### src/rtl/regfile_dump_scanner.sv
// Snapshots the packed register image and streams it as (index, value) beats over valid/ready.
// Define REG0_SKIP_EN to omit the hardwired register 0 from every scan.
module regfile_dump_scanner #(
   parameter int NREGS = 8,
   parameter int WIDTH = 8,
   parameter int IDXW  = 3,
   parameter int DWELL = 50000000
) (
   input  logic                   clk,
   input  logic                   rst_n,
   input  logic [NREGS*WIDTH-1:0] data_in,
   input  logic                   start,
   input  logic                   auto,
   output logic                   out_valid,
   input  logic                   out_ready,
   output logic [IDXW-1:0]        out_idx,
   output logic [WIDTH-1:0]       out_val,
   output logic                   busy,
   output logic                   done
);

   localparam int CW = (DWELL > 0) ? $clog2(DWELL + 1) : 1;
   localparam logic [CW-1:0]   DWELL_LOAD = CW'((DWELL > 0) ? DWELL - 1 : 0);
   localparam logic [IDXW-1:0] LAST_IDX   = IDXW'(NREGS - 1);
`ifdef REG0_SKIP_EN
   localparam logic [IDXW-1:0] FIRST_IDX  = IDXW'(1);
`else
   localparam logic [IDXW-1:0] FIRST_IDX  = IDXW'(0);
`endif

   typedef enum logic [1:0] {IDLE, PRESENT, DWELL_WAIT} state_t;

   state_t                 state, state_d;
   logic [NREGS*WIDTH-1:0] snap, snap_d;
   logic                   mode, mode_d;
   logic [CW-1:0]          cnt, cnt_d;
   logic [IDXW-1:0]        idx_d;
   logic [WIDTH-1:0]       val_d;
   logic                   valid_d, busy_d, done_d;

   // Register 0 sits in the MSBs of the image.
   function automatic logic [WIDTH-1:0] pick(input logic [NREGS*WIDTH-1:0] img,
                                             input logic [IDXW-1:0] idx);
      return img[(NREGS - 1 - int'(idx)) * WIDTH +: WIDTH];
   endfunction

   // NOTE: every signal gets a default first so no path through the case leaves one unassigned (no latches).
   always_comb begin
      state_d = state;
      snap_d  = snap;
      mode_d  = mode;
      cnt_d   = cnt;
      idx_d   = out_idx;
      val_d   = out_val;
      valid_d = out_valid;
      busy_d  = busy;
      done_d  = 1'b0;
      case (state)
         IDLE: begin
            if (start || auto) begin
               snap_d  = data_in;
               mode_d  = auto;
               idx_d   = FIRST_IDX;
               val_d   = pick(data_in, FIRST_IDX);
               valid_d = 1'b1;
               busy_d  = 1'b1;
               state_d = PRESENT;
            end
         end
         PRESENT: begin
            if (out_valid && out_ready) begin
               if (out_idx == LAST_IDX) begin
                  valid_d = 1'b0;
                  busy_d  = 1'b0;
                  done_d  = 1'b1;
                  state_d = IDLE;
               end else if (mode && DWELL > 0) begin
                  valid_d = 1'b0;
                  cnt_d   = DWELL_LOAD;
                  state_d = DWELL_WAIT;
               end else begin
                  idx_d = out_idx + IDXW'(1);
                  val_d = pick(snap, idx_d);
               end
            end
         end
         DWELL_WAIT: begin
            // Loaded with DWELL-1 and released on reaching zero: exactly DWELL idle cycles.
            if (cnt == '0) begin
               idx_d   = out_idx + IDXW'(1);
               val_d   = pick(snap, idx_d);
               valid_d = 1'b1;
               state_d = PRESENT;
            end else begin
               cnt_d = cnt - CW'(1);
            end
         end
         default: state_d = IDLE;
      endcase
   end

   // NOTE: sequential state uses non-blocking assignments so every flop samples pre-edge values.
   always_ff @(posedge clk or negedge rst_n) begin
      if (!rst_n) begin
         state     <= IDLE;
         // NOTE: the snapshot is plain flops, not a RAM, so clearing it on reset is cheap and intended.
         snap      <= '0;
         mode      <= 1'b0;
         cnt       <= '0;
         out_idx   <= '0;
         out_val   <= '0;
         out_valid <= 1'b0;
         busy      <= 1'b0;
         done      <= 1'b0;
      end else begin
         state     <= state_d;
         snap      <= snap_d;
         mode      <= mode_d;
         cnt       <= cnt_d;
         out_idx   <= idx_d;
         out_val   <= val_d;
         out_valid <= valid_d;
         busy      <= busy_d;
         done      <= done_d;
      end
   end

endmodule

### config.mk
export PLATFORM = sky130hd
export DESIGN_NAME = regfile_dump_scanner
export DESIGN_NICKNAME = d
export VERILOG_FILES = /design/src/rtl/regfile_dump_scanner.sv
export SDC_FILE = /design/constraint.sdc
export NUM_CORES = 1
export LEC_CHECK = 0
export ABC_AREA = 1
export BUFFER_PORTS_ARGS = -buffer_cell sky130_fd_sc_hd__buf_4
export CAP_MARGIN = 20
export CORE_MARGIN = 3
export CORE_UTILIZATION = 58
export DETAILED_ROUTE_END_ITERATION = 16
export GPL_TIMING_DRIVEN = 0
export PLACE_DENSITY = 0.88
export SETUP_SLACK_MARGIN = 0.5
export SYNTH_ARGS = -nofsm -noshare
export SYNTH_HDL_FRONTEND = slang
export SYNTH_SLANG_ARGS = --single-unit
### constraint.sdc
create_clock -name clk -period 2.4 [get_ports clk]
set_input_delay 0.24 -clock clk [delete_from_list [all_inputs] [get_ports clk]]
set_output_delay 0.24 -clock clk [all_outputs]
set_load 0.02 [all_outputs]
---- Yosys cells after proc, flatten, opt, wreduce, memory -nomap -nowiden ----
Cells that the tools add are included.
word-level totals
  register bits ........................... 107
  input port bits ......................... 69
  output and inout port bits .............. 14
  word-level logic and storage cells ...... 73
operators by class
  $add $sub $neg .......................... 3
  equality and inequality tests ........... 12
  shift-type cells ........................ 1
  mux-type cells .......................... 35
  reduce and logical (&&, ||, !) cells .... 13
operators with widths
  cell                                                                    number
  26-bit two-way mux                                                      4
  64-bit by 7-bit indexed part select with 8-bit output                   1
  26-bit one-hot mux with 2 select lines                                  1
  8-bit two-way mux                                                       5
  26-bit logical NOT                                                      1
  26-bit by 1-bit subtractor with 26-bit output (second input constant)   1
  8-bit one-hot mux with 3 select lines                                   1
  2-bit != test (second input constant)                                   8
  3-bit two-way mux                                                       5
  1-bit two-way mux                                                       10
  2-bit two-way mux                                                       5
  5-bit AND reduction                                                     2
  3-bit one-hot mux with 3 select lines                                   1
  4-bit AND reduction                                                     2
  2-bit one-hot mux with 3 select lines                                   1
  6-bit AND reduction                                                     1
  2-bit nonzero test                                                      2
  3-bit by 3-bit subtractor with 4-bit output (first input constant)      1
  3-bit by 1-bit adder with 3-bit output (second input constant)          1
  3-bit equality test (second input constant)                             1
  3-bit != test (second input constant)                                   1
  1-bit one-hot mux with 3 select lines                                   1
  3-bit nonzero test                                                      1
  2-bit by 1-bit equality test with 1-bit output (second input constant)  1
  other kinds (6)                                                         6

---- Longest topological paths before layout ----
  depth in word-level cells ............... 7
  mapped depth ............................ 10
  gate-level depth less buffers ........... 10

---- Least setup slack after synthesis ----
Ideal clock, no wire load.
  path kind ............................... register to register
  start point ............................. register out_idx[1]
  end point ............................... register out_val[0]
  library setup time ...................... 0.121 ns
  arrival ................................. 1.672 ns
  required time ........................... 2.279 ns
  path slack .............................. 0.607 ns
  stages on the path, launching flop included .. 9
  path buffers ............................ 2
  period minus slack after synthesis ...... 1.793 ns
  cell sequence ........................... dfrtp_1 ha_1 buf_2 clkbuf_1 o211ai_1 nand3_1 nand2_1 a21oi_1 o21ai_2
between the ends
  cells in the longest elaborated chain, start to end .. 7
  elaborated cells on any way between the ends .. 11
  those cells by class .................... add/sub (2); eq/ne (2); shift (1); mux (5); reduce/logical (1)
ends and longest elaborated chain
  item                                                   line    RTL
  start: declaration                                     16      output logic [IDXW-1:0] out_idx,
  start signal: assignment                               120     out_idx <= idx_d;
  3-bit by 1-bit adder with 3-bit output                 82, 90
  3-bit by 3-bit subtractor with 4-bit output            44      return img[(NREGS - 1 - int'(idx)) * WIDTH +: WIDTH];
  64-bit by 7-bit indexed part select with 8-bit output  44
  8-bit two-way mux                                      77      end else if (mode && DWELL > 0) begin
  8-bit two-way mux                                      72      if (out_idx == LAST_IDX) begin
  8-bit two-way mux                                      71      if (out_valid && out_ready) begin
  8-bit one-hot mux with 3 select lines                  58      case (state)
  end signal: assignment                                 121     out_val <= val_d;
  end: declaration                                       17      output logic [WIDTH-1:0] out_val,
Parallel ways exist; a longest one is shown, timed or not. The select of a mux whose other input is x is not followed.
A chain may end at the register's enable or synchronous reset.

---- Worst setup path in the final report ----
  start point ............................. register out_idx[0]
  end point ............................... register out_val[5]
The elaborated chain is that of the path after synthesis.

==> flow_metrics.py <==
metrics = {
    "timing": {
        "rsz0062_at_grt": "yes",
        "max_freq_mhz": 537,
        "tns_ns": 0,
        "hold_viol": 0,
        "min_period_ns": 1.86,
        "hold_ws_ns": 0.0553,
        "slew_headroom": 0.621,
        "slew_viol_final": 0,
        "fin_worst_skew_ns": 0.0136,
        "setup_viol": 0,
        "max_slew.worst_pin.slew_ns": 0.569,
        "finalCritPeriodShare": 0.775,
    },
    "synthesis": {
        "ys_ff_latch": 107,
        "yosysMostFrequentCell": "nand2_1",
        "yosysWarnings": 0,
        "syn_area_per_cell_sq_um": 7.36,
        "synth_edf_count": 0,
        "synth_flop_cell": "dfrtp_1",
        "synthTopCellsByCount": "nand2_1, dfrtp_1, nor2_1",
        "synth_cell_types": 34,
        "async_reset_ff_frac": 1.00,
        "ys_seq_area_frac": 0.465,
        "synth_area_leader_cell": "dfrtp_1",
        "synth_top_area_frac": 0.465,
        "syn-num-nets": 859,
        "syn_area_sq_mm": 0.00576,
        "synth_area_leaders": "dfrtp_1, nand2_1, nor2_1",
        "synth_cells": 782,
    },
    "worst_setup_path": {
        "r2r_cells": 8,
        "cp.required_ns": 2.65,
        "rrSetupSlack_ns": 0.54,
        "path_cells": "ha_1, buf_4, clkbuf_8, o211ai_1, nand3_1, nand2_1, a21oi_2, o21ai_2",
        "critPathLaunch": "out_idx[0]",
        "worstReg2RegStart": "out_idx[0]",
        "critPathCapture": "out_val[5]",
        "path_delay_family": "flip-flops",
        "crit_type": "register to register",
        "max_stage_delay_ns": 0.42,
        "critPathLaunchType": "register",
        "critPathSlowestCell": "dfrtp_1",
        "crit_path_end_kind": "register",
        "worstReg2RegEnd": "out_val[5]",
        "path_max_fanout": 10,
        "worstPathArrival_ns": 2.11,
        "critPathBufInv": 2,
        "path_depth": 8,
    },
    "clock_network": {
        "cts.sinks": 107,
        "clk_pin_slew_worst_paths_ns": 0.11,
        "root_buffer": "clkbuf_8",
        "numCtsBuffers": 9,
        "htreeDepth": 3,
        "worstSkewPairLatency_ns": 0.37,
        "cts_tree": "yes",
        "cts_max_path_buffers": 2,
    },
    "cells_and_area": {
        "fin_nets": 962,
        "drive_gt1_frac": 0.214,
        "area_delta_synth_final_pct": 19.9,
        "diodes": 0,
    },
    "global_route": {
        "antenna_found_initial": 0,
        "grt_overflow": 0,
        "grt_max_degree": 69,
        "grt_pass1_vias": 5455,
        "grtUsageTotal": 0.287,
        "grt_pass1_wl_um": 25600,
    },
    "pwr": {
        "power_density_mw_per_mm2": 1360,
        "irDropWorstVdd_mv": 0.720,
        "p_leak_nw": 3.57,
    },
    "floorplan": {
        "core-area_sq_mm": 0.00946,
        "pin_count": 83,
        "rows": 35,
        "die_y_um": 106,
        "dieArea_sq_mm": 0.0112,
        "initial_utilization": 0.609,
        "die_w_um": 106,
    },
    "detailed_routing": {
        "wl_met1_um": 6290,
        "drt_wl_total_um": 15800,
        "route.met2.wl_um": 7990,
        "antenna_left": 0,
        "wl_met3_um": 948,
        "first_pass_iters": 6,
        "post_drt_wl_per_cell_um": 15.5,
        "vias": 5503,
        "highest_layer": "met4",
        "drc": 0,
        "drtIter0Drc": 324,
        "vias_per_cell": 5.41,
    },
    "placement": {
        "place.gp.congestion": 0.899,
        "dp.final_hpwl_um": 11600,
        "numPortBuffers": 82,
    },
    "status": {
        "status": "finished clean",
    },
    "job": {
        "cap_violations": 0,
    },
    "min_path": {
        "hp-class": "primary input to register",
    },
}
-- sequential cells by signal, indices dropped and copies added, names as in the netlist --
name and flops:
mode 1, done 1, out_val 8, out_idx 3
out_valid 1, snap 64, state 2, cnt 26
busy 1
-- report_power, final --
group	total [W]	internal [W]	switching, W	leakage, nW
clock	0.00103	0.000409	0.000625	0.0824
combinational	0.00512	0.00187	0.00326	2.17
sequential	0.00325	0.00264	0.000606	1.32
-- repair_timing --
| item | CTS | global route |
|---|---|---|
| hold buffers | 1 | 0 |
| gates resized for setup | 22 | 21 |
| buffers inserted | 4 | 4 |
| gates cloned | 0 | 0 |
| endpoints found under the setup margin | 37 | 66 |
| hold endpoints to repair | 39 | 0 |
| pin swaps | 1 | 3 |
-- cell usage in the layout (no fill, tap or decap), types with 3 or more instances in the layout --
cell | netlist | routed
a21oi_1 | 7 | 3
a21oi_2 | 1 | 5
buf_2 | 7 | 6
buf_4 | 2 | 92
buf_6 | 5 | 6
clkbuf_1 | 16 | 5
clkbuf_2 | 0 | 9
clkbuf_8 | 0 | 12
dfrtp_1 | 107 | 107
ha_1 | 8 | 4
ha_2 | 0 | 3
inv_1 | 36 | 34
inv_2 | 2 | 4
nand2_1 | 352 | 352
nand2_2 | 12 | 12
nand3_1 | 39 | 39
nand4_1 | 9 | 9
nor2_1 | 80 | 76
nor2_2 | 5 | 8
nor2_4 | 3 | 4
o211ai_1 | 8 | 8
o21ai_0 | 28 | 26
o21ai_1 | 13 | 15
o21ai_2 | 9 | 9
or2_2 | 6 | 6
xor2_1 | 8 | 8
-- routing by layer --
metal / vias to the layer above / track usage
met5: - / 0
met1: 2588 / 0.355
li1: 2663 / -
met2: 213 / 0.503
met4: 0 / 0.105
met3: 39 / 0.0527
-- logic make-up (layout without fill, tap and decap cells) --
family | after synthesis | count (layout) | synth area share
buffers and inverters | 71 | 178 | 0.0556
flip-flops | 107 | 107 | 0.465
adder cells (fa/ha/maj) | 8 | 8 | 0.0174
AO/OA/AOI/OAI | 69 | 69 | 0.0728
XOR/XNOR | 10 | 10 | 0.0152
AND/OR/NAND/NOR | 517 | 517 | 0.374
-- area by class of cell --
class / instances / area [sq um]
well taps: 129 / 161
clock inverters: 4 / 32.5
inverters: 39 / 148
fillers: 803 / 2550
clock buffers: 11 / 141
flip-flops and latches: 107 / 2680
repair buffers: 92 / 713
plain buffers: 32 / 215
multi-input cells: 604 / 2820
-- how the worst min path moves through the flow --
stage	slack, ns	to	start	cells past startpoint
floorplan	-0.06	busy	rst_n	0
global placement	0.43	snap[48]	data_in[48]	3
detailed placement	0.26	cnt[4]	rst_n	1
CTS	0.05	snap[29]	data_in[29]	3
global route	0.03	snap[28]	data_in[28]	3
finish	0.06	snap[53]	data_in[53]	3
-- stage by stage --
stage | util | instances | power [W] | cell area [sq um] | setup WS, ns
2_1_floorplan | - | 782 | 0.00655 | 5760 | 0.607
3_3_place_gp | 0.691 | 993 | 0.00780 | 6540 | 0.137
3_5_place_dp | 0.694 | 994 | 0.00801 | 6560 | 0.0720
4_1_cts | 0.722 | 1014 | 0.00924 | 6830 | 0.506
5_1_grt | 0.730 | 1018 | 0.0102 | 6900 | 0.424
6_report | 0.730 | 1018 | 0.00940 | 6900 | 0.539
-- worst register-to-register path, cell delays in order (launching register included) --
cell and delay (ns):
dfrtp_1 0.42, ha_1 0.31, buf_4 0.18, clkbuf_8 0.19, o211ai_1 0.15, nand3_1 0.14
nand2_1 0.08, a21oi_2 0.17, o21ai_2 0.09
Power figures use the tool's default switching activity.
